$ cat src/rtl/qcv_controller.sv
// qcv_controller: pipeline control FSM for the qcv core.
// Sequences boot, takes synchronous exceptions and MRET in DECODE,
// drives IF PC redirects and the CSR trap-save interface.
//
// state      | meaning
// -----------+----------------------------------------------------------
// IDLE_RST   | out of reset, waiting for fetch_enable_i
// RESET_WAIT | boot delay, counts BOOT_DELAY cycles
// BOOT_SET   | one cycle: init mtvec, redirect IF to boot address
// DECODE     | normal operation, traps and MRET resolved combinationally
// FLUSH      | one cycle bubble after a redirect, all events ignored
module qcv_controller #(
    parameter int BOOT_DELAY = 2
) (
    input  logic        clk_i,
    input  logic        rst_ni,
    input  logic        fetch_enable_i,
    input  logic        instr_valid_i,
    input  logic [31:0] instr_i,
    input  logic [31:0] pc_id_i,
    input  logic        instr_fetch_err_i,
    input  logic        illegal_insn_i,
    input  logic        ecall_insn_i,
    input  logic        ebreak_insn_i,
    input  logic        mret_insn_i,
    input  logic        lsu_load_err_i,
    input  logic        lsu_store_err_i,
    input  logic [31:0] lsu_addr_last_i,
    output logic        instr_req_o,
    output logic        pc_set_o,
    output logic [1:0]  pc_mux_o,
    output logic        flush_id_o,
    output logic        halt_id_o,
    output logic        csr_mtvec_init_o,
    output logic        csr_save_if_o,
    output logic        csr_save_id_o,
    output logic        csr_save_cause_o,
    output logic [6:0]  csr_mcause_o,
    output logic [31:0] csr_mtval_o,
    output logic        ctrl_busy_o
);

    typedef enum logic [2:0] {
        IDLE_RST   = 3'd0,
        RESET_WAIT = 3'd1,
        BOOT_SET   = 3'd2,
        DECODE     = 3'd3,
        FLUSH      = 3'd4
    } state_t;

    localparam logic [3:0] BOOT_LAST = 4'(BOOT_DELAY - 1);

    localparam logic [1:0] PC_BOOT  = 2'b00;
    localparam logic [1:0] PC_MTVEC = 2'b01;
    localparam logic [1:0] PC_MEPC  = 2'b10;

    state_t     state, state_next;
    logic [3:0] dly_cnt, dly_cnt_next;

    // State and boot-delay counter registers.
    always_ff @(posedge clk_i or negedge rst_ni) begin
        if (!rst_ni) begin
            state   <= IDLE_RST;
            dly_cnt <= 4'd0;
        end else begin
            state   <= state_next;
            dly_cnt <= dly_cnt_next;
        end
    end

    // Next-state logic plus Moore/Mealy outputs, with trap priority resolution.
    always_comb begin
        state_next       = state;
        dly_cnt_next     = 4'd0;
        instr_req_o      = 1'b0;
        pc_set_o         = 1'b0;
        pc_mux_o         = PC_BOOT;
        flush_id_o       = 1'b0;
        halt_id_o        = 1'b0;
        csr_mtvec_init_o = 1'b0;
        csr_save_if_o    = 1'b0;
        csr_save_id_o    = 1'b0;
        csr_save_cause_o = 1'b0;
        csr_mcause_o     = 7'd0;
        csr_mtval_o      = 32'd0;
        ctrl_busy_o      = (state != IDLE_RST);

        unique case (state)
            IDLE_RST: begin
                if (fetch_enable_i) state_next = RESET_WAIT;
            end
            RESET_WAIT: begin
                if (dly_cnt == BOOT_LAST) state_next = BOOT_SET;
                else dly_cnt_next = dly_cnt + 4'd1;
            end
            BOOT_SET: begin
                csr_mtvec_init_o = 1'b1;
                pc_set_o         = 1'b1;
                pc_mux_o         = PC_BOOT;
                instr_req_o      = 1'b1;
                state_next       = DECODE;
            end
            DECODE: begin
                instr_req_o = 1'b1;
                // Cause/mtval select; a nonzero cause marks a trap.
                if (lsu_load_err_i) begin
                    csr_mcause_o = 7'd5;
                    csr_mtval_o  = lsu_addr_last_i;
                end else if (lsu_store_err_i) begin
                    csr_mcause_o = 7'd7;
                    csr_mtval_o  = lsu_addr_last_i;
                end else if (instr_valid_i && instr_fetch_err_i) begin
                    csr_mcause_o = 7'd1;
                    csr_mtval_o  = pc_id_i;
                end else if (instr_valid_i && illegal_insn_i) begin
                    csr_mcause_o = 7'd2;
                    csr_mtval_o  = instr_i;
                end else if (instr_valid_i && ebreak_insn_i) begin
                    csr_mcause_o = 7'd3;
                    csr_mtval_o  = pc_id_i;
                end else if (instr_valid_i && ecall_insn_i) begin
                    csr_mcause_o = 7'd11;
                    csr_mtval_o  = 32'd0;
                end

                if (csr_mcause_o != 7'd0) begin
                    csr_save_cause_o = 1'b1;
                    csr_save_id_o    = 1'b1;
                    flush_id_o       = 1'b1;
                    halt_id_o        = 1'b1;
                    pc_set_o         = 1'b1;
                    pc_mux_o         = PC_MTVEC;
                    state_next       = FLUSH;
                end else if (instr_valid_i && mret_insn_i) begin
                    pc_set_o   = 1'b1;
                    pc_mux_o   = PC_MEPC;
                    flush_id_o = 1'b1;
                    state_next = FLUSH;
                end
            end
            FLUSH: begin
                halt_id_o  = 1'b1;
                flush_id_o = 1'b1;
                state_next = DECODE;
            end
            default: state_next = IDLE_RST;
        endcase
    end

endmodule

$ cat config.mk
export PLATFORM = sky130hd
export DESIGN_NAME = qcv_controller
export DESIGN_NICKNAME = d
export VERILOG_FILES = /design/src/rtl/qcv_controller.sv
export SDC_FILE = /design/constraint.sdc
export NUM_CORES = 1
export LEC_CHECK = 0
export ABC_AREA = 1
export CAP_MARGIN = 10
export CORE_AREA = 2 2 60 62
export DETAILED_ROUTE_END_ITERATION = 10
export DIE_AREA = 0 0 62 64
export DONT_BUFFER_PORTS = 1
export PLACE_DENSITY = 0.58
export SLEW_MARGIN = 0
export SYNTH_ARGS = -nofsm -noshare
export SYNTH_HDL_FRONTEND = slang
export SYNTH_SLANG_ARGS = --single-unit
$ cat constraint.sdc
create_clock -name clk_i -period 1.65 [get_ports clk_i]
set_input_delay 0.0825 -clock clk_i [delete_from_list [all_inputs] [get_ports clk_i]]
set_output_delay 0.0825 -clock clk_i [all_outputs]
set_load 0.1 [all_outputs]
==> results.cfg <==
[finish]
nNetsFinal = 373
regArea_um2 = 176.4
multi_input_area_um2 = 1374
area_delta_synth_final_pct = 112.9
drive_above_1_share = 0.4411
fin_util = 0.8004
final_area_um2 = 2629
diodes = 0
nFillCells = 225
instances_no_fill = 309

[die]
die_height_um = 64
initial_core_util = 0.3760
die_w_um = 62
coreArea_um2 = 3284
ioPinCount = 157
rows = 21
die-area_um2 = 3968

[clock_tree]
cts-htree-levels = 1
clk_latency_ps = 280
clock_sinks = 7
cts-root-buf = clkbuf_4
max-clock-path-buffers = 2
cts_tree = done
clk_pin_slew_ps = 50
cts_made_buffers = 3

[logic_synthesis]
yosys_warnings = 0
ys_ff_latch = 7
synthCells = 223
seq_area_frac_synth = 0.1418
yosysUniqueCellTypes = 24
yosys_most_used_dff = dfrtp_1
avgSynthCellArea_um2 = 5.538
synth_edf_count = 0
synth-async-reset-ratio = 1.000
syn-cell-area_um2 = 1235

[grt]
grt_pass1_vias = 1883
grt-ovfl-total = 0
track_usage = 0.2862
antenna_found_initial = 0
grt_max_degree = 33
grt_pass1_wl_um = 8769

[worst_setup_path]
max_stage_delay_ps = 370
crit_family = buffers and inverters
arrival_ps = 1650
worstPathMaxFanout = 17
crit_path_top_delay_cell = dfrtp_1
crit_required_ps = 1570
critPathBufInv = 4
cp_cell_sequence = inv_2 -> nor2_4 -> nand2_8 -> inv_12 -> nand2_4 -> clkinvlp_4 -> buf_12
worstSetupPathType = flop to primary output
start_kind = flop
crit_cells = 7
worstRegToRegCells = 5
end_kind = primary output

[routing]
vias = 1821
dr.pass1.iters = 4
drt-initial-drc-count = 82
avgRoutedWirePerCell_um = 19.53
antenna_left = 0
drt_drc_violations_left = 0
via_per_inst = 5.893
drt_wl_total_um = 6035

[pwr]
p_per_area_nw_per_um2 = 1759
p_leak_nw = 0.9716
ir_worst_vdd_mv = 2.221
finalPower_w = 0.004625

[flow_run]
drv_cap = 0

[run_status]
status = complete, but fails checks
violations = setup timing

[timing]
layout_setup_ws_ps = -84.16
slew_violations = 0
finalHoldViolations = 0
finalClockSkew_ps = 10.21
fin_crit_ps = 1734
rsz0062_at_grt = true
clock.fmax_mhz = 576.6
setup_violations = 38
fin_crit_sh = 1.051

[placement]
portBuffers = 0
dp.cells = 301
hpwl_um = 4593
placed_cell_area_um2 = 2500
finalWeightedCongestion = 0.7382

[hold_path]
hp-class = input port to flop
hold_depth = 2
[report_power, final]
group | internal [W] | switching (W) | total [W]
clock | 0.0000897 | 0.0000839 | 0.000174
sequential | 0.000224 | 0.0000685 | 0.000293
combinational | 0.00120 | 0.00296 | 0.00416
total | 0.00152 | 0.00311 | 0.00462
[metrics by stage]
| stage | hold slack [ps] | worst slack (ps) | setup TNS (ps) |
|---|---|---|---|
| after floorplan | -213.1 | -536.0 | -21830 |
| after global placement | -213.0 | 128.4 | 0 |
| after detailed placement | -213.0 | 63.19 | 0 |
| after CTS | 140.1 | -38.07 | -544.0 |
| after global routing | 148.3 | -146.8 | -4702 |
| final | 123.1 | -84.16 | -1953 |
[cells by family after synthesis]
kind of cell,Yosys count,synth area share
adder cells (fa/ha/maj),2,0.02026
AO/OA/AOI/OAI,102,0.4184
buffers and inverters,33,0.1398
flip-flops,7,0.1418
AND/OR/NAND/NOR,76,0.2624
XOR/XNOR,2,0.01419
other,1,0.003037
[per-layer routing]
layer	track usage	part of all wire
met1	0.2959	0.34
met5	0	0
met4	0.08511	0.013
met2	0.5260	0.55
met3	0.08704	0.10
[registers in the layout, indices dropped and copies added (netlist names)]
name / count
state: 3
dly_cnt: 4
[cell type report]
type | count | share of cell area
Tap cell | 46 | 0.02189
Clock buffer | 3 | 0.008567
Multi-Input combinational cell | 186 | 0.5226
Clock inverter | 1 | 0.001904
Sequential cell | 7 | 0.06711
Timing Repair inverter | 1 | 0.006188
Timing Repair Buffer | 53 | 0.3470
Inverter | 12 | 0.02475
[worst reg2reg max path, cell delays in order, from the launching register on]
cell      delay [ps]
dfrtp_1          470
inv_1            170
nor3_1           270
nand2_1          210
o21ai_0          160
o211ai_1         140
[worst paths after layout]
| path | endpoint | from | slack (ps) |
|---|---|---|---|
| min in group asynchronous | dly_cnt[2]$_DFF_PN0_ | rst_ni | 130 |
| worst max-delay path | csr_save_cause_o | state[1]$_DFFE_PN0P_ | -80 |
| worst min register to register | dly_cnt[0]$_DFF_PN0_ | dly_cnt[0]$_DFF_PN0_ | 500 |
| worst min-delay path | state[1]$_DFFE_PN0P_ | fetch_enable_i | 120 |
| max in group asynchronous | state[2]$_DFFE_PN0P_ | rst_ni | 1250 |
| worst max register to register | state[0]$_DFFE_PN0P_ | state[0]$_DFFE_PN0P_ | 100 |
[synthesized netlist by cell type (2+ instances only)]
library cell | count | area, um^2
a21oi_1 | 65 | 325.3
buf_2 | 2 | 10.01
buf_4 | 12 | 90.09
clkbuf_1 | 6 | 22.52
dfrtp_1 | 7 | 175.2
ha_1 | 2 | 25.02
inv_1 | 10 | 37.54
inv_2 | 2 | 7.510
nand2_1 | 51 | 191.4
nand2_2 | 2 | 12.51
nand3_1 | 6 | 30.03
nor2_1 | 9 | 33.78
nor2_4 | 2 | 22.52
nor3_1 | 3 | 15.01
o21ai_0 | 35 | 175.2
[timing repair]
action	in CTS	in global routing
gates resized for setup	11	11
pin swaps	0	1
hold buffers	1	0
buffers inserted	1	1
endpoints found under the setup margin	39	44
gates cloned	1	0
endpoints found under the hold margin	7	0
[placed cells by master (no fill, tap or decap)]
| master | n |
|---|---|
| a21oi_1 | 33 |
| a21oi_4 | 32 |
| buf_12 | 40 |
| buf_4 | 10 |
| buf_6 | 1 |
| buf_8 | 1 |
| clkbuf_4 | 3 |
| clkinv_2 | 1 |
| clkinv_8 | 1 |
| clkinvlp_4 | 2 |
| conb_1 | 4 |
| dfrtp_1 | 6 |
| dfrtp_2 | 1 |
| dlygate4sd3_1 | 1 |
| ha_1 | 2 |
| inv_1 | 8 |
| inv_12 | 1 |
| inv_2 | 1 |
| nand2_1 | 45 |
| nand2_2 | 4 |
| nand2_4 | 1 |
| nand2_8 | 3 |
| nand3_1 | 6 |
| nand4_1 | 1 |
| nor2_1 | 6 |
| nor2_2 | 3 |
| nor2_4 | 3 |
| nor3_1 | 1 |
| nor3_4 | 2 |
| nor4_1 | 1 |
| o211ai_1 | 1 |
| o21ai_0 | 3 |
| o21ai_1 | 27 |
| o21ai_2 | 6 |
| xnor2_1 | 1 |
| xor2_1 | 1 |
(Power assumes the default switching activity.)
